File: src/rtl/e_counter_monitor_pkg.sv
// Shared definitions for the wrap-counter monitor: FSM state encoding and the
// layout of the packed status word, so RTL and benches decode it identically.
package e_counter_monitor_pkg;

  typedef enum logic [1:0] {
    UNLOCKED = 2'd0,
    LOCKING  = 2'd1,
    LOCKED   = 2'd2
  } mon_state_t;

  // Status word is {locked, err, overflow, err_count}; flag bit index = ERR_WIDTH + FLAG_*.
  localparam int NUM_FLAGS     = 3;
  localparam int FLAG_LOCKED   = 2;
  localparam int FLAG_ERR      = 1;
  localparam int FLAG_OVERFLOW = 0;

  function automatic int status_width(input int err_width);
    return err_width + NUM_FLAGS;
  endfunction

endpackage

File: src/rtl/e_wrap_next.sv
// Next value of a counter that runs 0..max and wraps to 0; never passes max,
// so max = all-ones wraps without relying on arithmetic overflow.
module e_wrap_next #(
  parameter int WIDTH = 8
) (
  input  logic [WIDTH-1:0] prev,
  input  logic [WIDTH-1:0] max,
  output logic [WIDTH-1:0] next
);

  assign next = (prev == max) ? '0 : prev + WIDTH'(1);

endmodule

File: src/rtl/e_counter_monitor.sv
// Checks a sampled wrap-counter stream against the 0..max wrap rule, tracks lock
// and keeps a saturating count of mismatches seen while locked.
module e_counter_monitor
  import e_counter_monitor_pkg::*;
#(
  parameter int WIDTH      = 8,
  parameter int ERR_WIDTH  = 16,
  parameter int LOCK_COUNT = 2
) (
  input  logic                   _i_clk,
  input  logic                   _i_rst,
  input  logic [WIDTH-1:0]       _i_max,
  input  logic                   _i_valid,
  input  logic [WIDTH-1:0]       _i_value,
  output logic [ERR_WIDTH+2:0]   __output
);

  // Handshake: _i_value is a sample only in cycles with _i_valid=1; there is no
  // backpressure, every valid sample is consumed at that rising edge.

  localparam int GW = (LOCK_COUNT < 2) ? 1 : $clog2(LOCK_COUNT + 1);

  mon_state_t           state;
  logic                 have_prev;
  logic [WIDTH-1:0]     prev;
  logic [GW-1:0]        good;
  logic                 err;
  logic                 overflow;
  logic [ERR_WIDTH-1:0] err_count;
  logic [WIDTH-1:0]     expected;
  logic                 match;
  logic [GW-1:0]        good_inc;

  e_wrap_next #(.WIDTH(WIDTH)) u_wrap_next (
    .prev (prev),
    .max  (_i_max),
    .next (expected)
  );

  // Range check catches values above max even when they equal prev+1.
  assign match    = have_prev && (_i_value == expected) && (_i_value <= _i_max);
  assign good_inc = good + GW'(1);

  always_ff @(posedge _i_clk) begin
    if (_i_rst) begin
      state     <= UNLOCKED;
      have_prev <= 1'b0;
      prev      <= '0;
      good      <= '0;
      err       <= 1'b0;
      overflow  <= 1'b0;
      err_count <= '0;
    end else begin
      err <= 1'b0;
      if (_i_valid) begin
        prev      <= _i_value;
        have_prev <= 1'b1;
        case (state)
          UNLOCKED: begin
            state <= LOCKING;
            good  <= '0;
          end
          LOCKING: begin
            if (!match) begin
              good <= '0;
            end else if (good_inc == GW'(LOCK_COUNT)) begin
              state <= LOCKED;
              good  <= '0;
            end else begin
              good <= good_inc;
            end
          end
          LOCKED: begin
            if (!match) begin
              // Resync straight from the offending value rather than via UNLOCKED.
              err   <= 1'b1;
              state <= LOCKING;
              good  <= '0;
              if (&err_count) overflow <= 1'b1;
              else            err_count <= err_count + ERR_WIDTH'(1);
            end
          end
          default: begin
            state <= UNLOCKED;
            good  <= '0;
          end
        endcase
      end
    end
  end

  assign __output = {(state == LOCKED), err, overflow, err_count};

endmodule

File: config.mk
export PLATFORM = sky130hd
export DESIGN_NAME = e_counter_monitor
export DESIGN_NICKNAME = d
export VERILOG_FILES = /design/src/rtl/e_counter_monitor_pkg.sv /design/src/rtl/e_wrap_next.sv /design/src/rtl/e_counter_monitor.sv
export SDC_FILE = /design/constraint.sdc
export NUM_CORES = 1
export LEC_CHECK = 0
export ABC_AREA = 0
export CAP_MARGIN = 40
export CELL_PAD_IN_SITES_DETAIL_PLACEMENT = 1
export CELL_PAD_IN_SITES_GLOBAL_PLACEMENT = 1
export CORE_AREA = 2 2 76 78
export DETAILED_ROUTE_END_ITERATION = 16
export DIE_AREA = 0 0 78 80
export PLACE_DENSITY_LB_ADDON = 0.1
export SYNTH_ARGS = -nofsm -noshare
export SYNTH_HDL_FRONTEND = slang
export SYNTH_HIERARCHICAL = 1
export SYNTH_SLANG_ARGS = --single-unit
export TNS_END_PERCENT = 10
File: constraint.sdc
create_clock -name _i_clk -period 3.7 [get_ports _i_clk]
set_clock_uncertainty 0.05 [all_clocks]
set_input_delay 0.74 -clock _i_clk [delete_from_list [all_inputs] [get_ports _i_clk]]
set_output_delay 0.74 -clock _i_clk [all_outputs]
set_load 0.01 [all_outputs]
Yosys cells after proc, flatten, opt, wreduce, memory -nomap -nowiden:

Cells that the tools add are included.

* register bits: 31
* input bits: 19
* output and inout port bits: 19
* logic and storage cells: 42

* add/sub/neg operators: 3
* magnitude comparators: 1
* equal/unequal tests: 8
* muxes and demuxes: 10
* bitwise operators: 4
* reductions and logical operators: 9

Operators with widths (count)
* AND reduction 19 bit: 1
* adder 16 x 1 -> 16 bit, second input constant: 1
* == test 8 bit: 2
* AND reduction 16 bit: 1
* 2-to-1 mux 2 bit: 6
* adder 8 x 1 -> 8 bit, second input constant: 1
* <= comparator 8 bit: 1
* 2-to-1 mux 8 bit: 1
* AND reduction 4 bit: 2
* inequality test 2 bit, second input constant: 3
* case mux 2 bit (3 select lines): 1
* == test 2 bit, second input constant: 2
* NOT 1 bit: 4
* case mux 2 bit (2 select lines): 1
* OR reduction 3 bit: 1
* adder 2 x 1 -> 2 bit, second input constant: 1
* == test 2 x 1 -> 1 bit, second input constant: 1
* logical AND 1 bit: 2
* logical NOT 2 bit: 1
* AND reduction 2 bit: 1
* 2-to-1 mux 1 bit: 1

Longest topological paths before layout:

* word-level depth: 7
* depth in mapped cells: 12
* depth with buffers taken out: 10

Hierarchy:

The synthesis kept the hierarchy.

Modules (own cells, without submodules)
* e_counter_monitor: instances 1, cells each 200, area an instance 1752.9 µm², seq. area each 620.6 µm²
* e_wrap_next: instances 1, cells each 35, area an instance 274.0 µm², seq. area each 0.0 µm²

Worst setup path before layout:

No wires, ideal clock.

* kind: input-to-reg
* from: input _i_max[2]
* to: register err_count[7]
* setup time: 123 ps
* arrival time: 2846 ps
* slack: 681 ps
* stages on the path: 10
* cells stage by stage: xor2_1 > nor4_4 > a22oi_1 > xor2_1 > nor4_1 > nand4_1 > nor3_4 > buf_4 > nor3_1 > mux2_1

* word-level cells in the longest chain between the ends: 7
* elaborated cells on any way between the ends: 8
* those cells by class: 1 x order compare; 2 x eq/ne; 1 x mux; 1 x bitwise; 3 x reduce/logical

Ends and longest elaborated chain
* start: declaration: line e_counter_monitor.sv:12 `input logic [WIDTH-1:0] _i_max,`
* == test 8 bit: line e_wrap_next.sv:11 `assign next = (prev == max) ? '0 : prev + WIDTH'(1);`
* 2-to-1 mux 8 bit: line e_wrap_next.sv:11
* net expected[6]: line e_counter_monitor.sv:30 `logic [WIDTH-1:0] expected;`
* == test 8 bit: line e_counter_monitor.sv:41 `assign match = have_prev && (_i_value == expected) && (_i_value <= _i_max);`
* logical AND 1 bit (2 in a row): line e_counter_monitor.sv:41
* NOT 1 bit (no line)
* AND reduction 4 bit (no line)
* end signal: assignment: line e_counter_monitor.sv:80 `else err_count <= err_count + ERR_WIDTH'(1);`
* end: declaration: line e_counter_monitor.sv:29 `logic [ERR_WIDTH-1:0] err_count;`

The timed path passes the listed nets, and every way through them passes these cells.
A chain may end at the register's enable or synchronous reset.

Worst setup path in the final report:

* from: input _i_max[2]
* to: register err_count[2]

The elaborated chain is that of the path after synthesis.

==> flow_summary.json <==
{
  "fin_area_sq_um": 2531,
  "ys_seq_elements": 31,
  "grt_max_degree": 28,
  "cap_violations": 0,
  "drt_wl_total_um": 4677,
  "seq_area_frac_synth_pct": 30.62,
  "endpoint_kind": "register",
  "drcViolationCount": 0,
  "drt_iter0_markers": 45,
  "ys.flop_type": "dfxtp_1",
  "fin_nets": 299,
  "crit_top_cell": "xor2_1",
  "yosysTopAreaCellShare_pct": 30.62,
  "grt_pass1_vias": 1807,
  "min_period_ns": 3.351,
  "clockBufferDepth": 2,
  "synthCells": 235,
  "antenna_found_initial": 0,
  "syn_to_final_growth_pct": 24.88,
  "maxSlewHeadroom_pct": 51.11,
  "chipWidth_um": 78,
  "setup_viol": 0,
  "ios": 38,
  "grt_overflow": 0,
  "num_rows": 27,
  "cts.clk_slew.worst_paths_ns": 0.07,
  "cts_buffers": 5,
  "seqPwrFrac_pct": 49.6,
  "core-area_sq_um": 5405,
  "synth_top_area_cell": "dfxtp_1",
  "syn-num-nets": 264,
  "synthTopCellsByCount": "dfxtp_1, a21oi_1, nor2_1",
  "synthTopCellsByArea": "dfxtp_1, xor2_1, ha_1, a21oi_1, mux2i_1",
  "syn_avg_cell_area_sq_um": 8.625,
  "cts_max_level": 2,
  "p_switching_w": 0.0001833,
  "status": "complete, no violations",
  "critical_path.max_stage_delay_ns": 0.48,
  "crit_fanout": 14,
  "finalHoldViolCount": 0,
  "path_buf_inv": 2,
  "die-area_sq_um": 6240,
  "yosysMostFrequentCell": "dfxtp_1",
  "clock.fmax_mhz": 298.4,
  "post_cts_buffers": 0,
  "cts.sinks": 31,
  "hold_buffers": 0,
  "startpoint": "_i_max[2]",
  "gp_congestion": 0.7618,
  "irDropWorstVdd_uv": 183.1,
  "cp_slowest_cell": "nor4_4",
  "async_reset_ff_share_pct": 0,
  "cts_resized": 0,
  "io_buffer_count": 37,
  "wire_per_inst_um": 13.64,
  "crit_required_ns": 3.82,
  "r2r_end": "err_count[2]",
  "p_leak_nw": 0.9514,
  "r2r_slack_ns": 0.85,
  "start_util_pct": 37.50,
  "rsz0062_at_grt": "no",
  "drive_above_1_share_pct": 7.380,
  "antenna_cells": 0,
  "synth_cell_type_count": 46,
  "dp_hpwl_um": 3632,
  "critPathKind": "in2reg",
  "ff2ff_path_depth": 10,
  "clkLatencyLatePin_ns": 0.28,
  "via_count": 1813,
  "hold_class": "reg2reg",
  "clockPowerShare_pct": 35.8,
  "critical_path.cell_chain": "clkdlybuf4s50_1 -> xor2_1 -> nor4_4 -> a22oi_1 -> xor2_1 -> nor4_1 -> nand4_1 -> nor3_4 -> buf_12 -> nor3b_1 -> mux2_1",
  "final_max_slew_viol_count": 0,
  "grt_pass1_wl_um": 8259,
  "first_pass_iters": 5,
  "vias_per_cell": 5.286,
  "hp-start": "overflow",
  "tightest_slew_ns": 0.7310,
  "p_int_w": 0.0005228,
  "combPwrFrac_pct": 14.6,
  "ant_nets": 0,
  "power_w": 0.0007061,
  "grt_use_total_pct": 16.36,
  "cts_tree": "yes",
  "min_delay_worst_endpoint": "overflow",
  "crit_path_start_kind": "input port",
  "dpl_cell_area_sq_um": 2450,
  "synth_edf_count": 0,
  "yosys_warnings": 6,
  "crit_family": "simple AND/OR/NAND/NOR gates",
  "r2r-start": "prev[2]",
  "min_path_cells": 2,
  "sw_frac_of_total_pct": 25.95,
  "netlist_area_sq_um": 2027,
  "cts-root-buf": "clkbuf_8",
  "arrival_ns": 3.47,
  "p_per_area_nw_per_um2": 279.0,
  "fin_crit_sh_pct": 90.58,
  "fin_setup_tns_ns": 0,
  "die_h_um": 80
}
==> cells by family (layout without fill, tap and decap cells) <==
kind of cell               after synthesis  after routing  share of synthesized area, %
AOI/OAI and AO/OA                       47             47                         14.63
xor gates and xnor gates                19             19                         8.210
adders and majority gates               10             10                         6.173
buffers and inverters                   25             61                         6.358
DFF                                     31             31                         30.62
muxes                                   13             13                         6.728
and+or+nand+nor                         90             90                         27.28
==> power groups by stage <==
stage | Sequential [W] | Combinational (W) | Clock (W)
floorplan | 0.000354 | 0.0000666 | 0
global placement | 0.000358 | 0.000104 | 0
detailed placement | 0.000358 | 0.000105 | 0
CTS | 0.000350 | 0.000106 | 0.000266
global route | 0.000351 | 0.000117 | 0.000281
finish | 0.000350 | 0.000103 | 0.000253
==> cells in the final DEF (no fill, tap or decap), types with 2 or more instances in the layout <==
cell type	n
clkdlybuf4s50_1	37
dfxtp_1	31
nor2_1	20
a21oi_1	20
xor2_1	17
inv_1	11
nand3_1	11
ha_1	10
nand2_1	9
mux2i_1	8
o31ai_1	8
or4_1	8
nand4_1	6
o21ai_0	6
nor4_1	5
or3_1	5
nor2b_1	5
mux2_1	5
clkbuf_8	5
nor3_1	4
buf_4	4
nand2b_1	3
and4_1	3
a22oi_1	3
xnor2_1	2
nor3b_1	2
clkbuf_1	2
nor4_4	2
==> metrics by stage <==
stage	instances	utilization, %	worst slack [ns]	hold slack, ns
finish	343	46.83	0.3486	0.3960
global route	343	46.83	0.1159	0.4399
CTS	343	46.83	0.3359	0.3980
detailed placement	335	45.32	0.04089	0.3879
global placement	335	45.32	0.1383	0.3839
floorplan	235	-	0.6810	0.3718
==> cell type report <==
cell class / count / area (sq um)
clock buffers: 7 / 76.32
fillers: 636 / 2874
inverters: 11 / 41.29
clock inverters: 1 / 5.005
multi-input cells: 179 / 1277
flip-flops and latches: 31 / 620.6
repair buffers: 42 / 420.4
well taps: 72 / 90.09
==> flip-flops by register name, indices dropped and copies added, names as in the netlist <==
name       flops
err_count     16
prev           8
good           2
state          2
err            1
have_prev      1
overflow       1
==> worst reg2reg max path, cell delays in order (launching register included) <==
cell	delay (ns)
dfxtp_1	0.46
xor2_1	0.15
nor4_4	0.48
a22oi_1	0.18
xor2_1	0.16
nor4_1	0.28
nand4_1	0.22
nor3_4	0.22
buf_12	0.17
nor3b_1	0.06
mux2_1	0.32
==> per-layer routing <==
layer / GRT usage, % / wire length (um) / vias to the layer above
met2: 30.34 / 2436 / 25
met4: 4.737 / 46 / 0
met5: 0 / 0 / -
li1: - / - / 921
met3: 3.167 / 138 / 4
met1: 19.02 / 2056 / 863
==> worst max path at each step <==
stage                              end  slack (ns)  cells past startpoint
after detailed placement  err_count[6]        0.04                     11
after global placement    err_count[7]        0.14                     11
after global routing      err_count[7]        0.12                     11
after floorplan           err_count[7]        0.68                     10
after CTS                 err_count[6]        0.34                     11
final                     err_count[2]        0.35                     11
(Power assumes the default switching activity.)
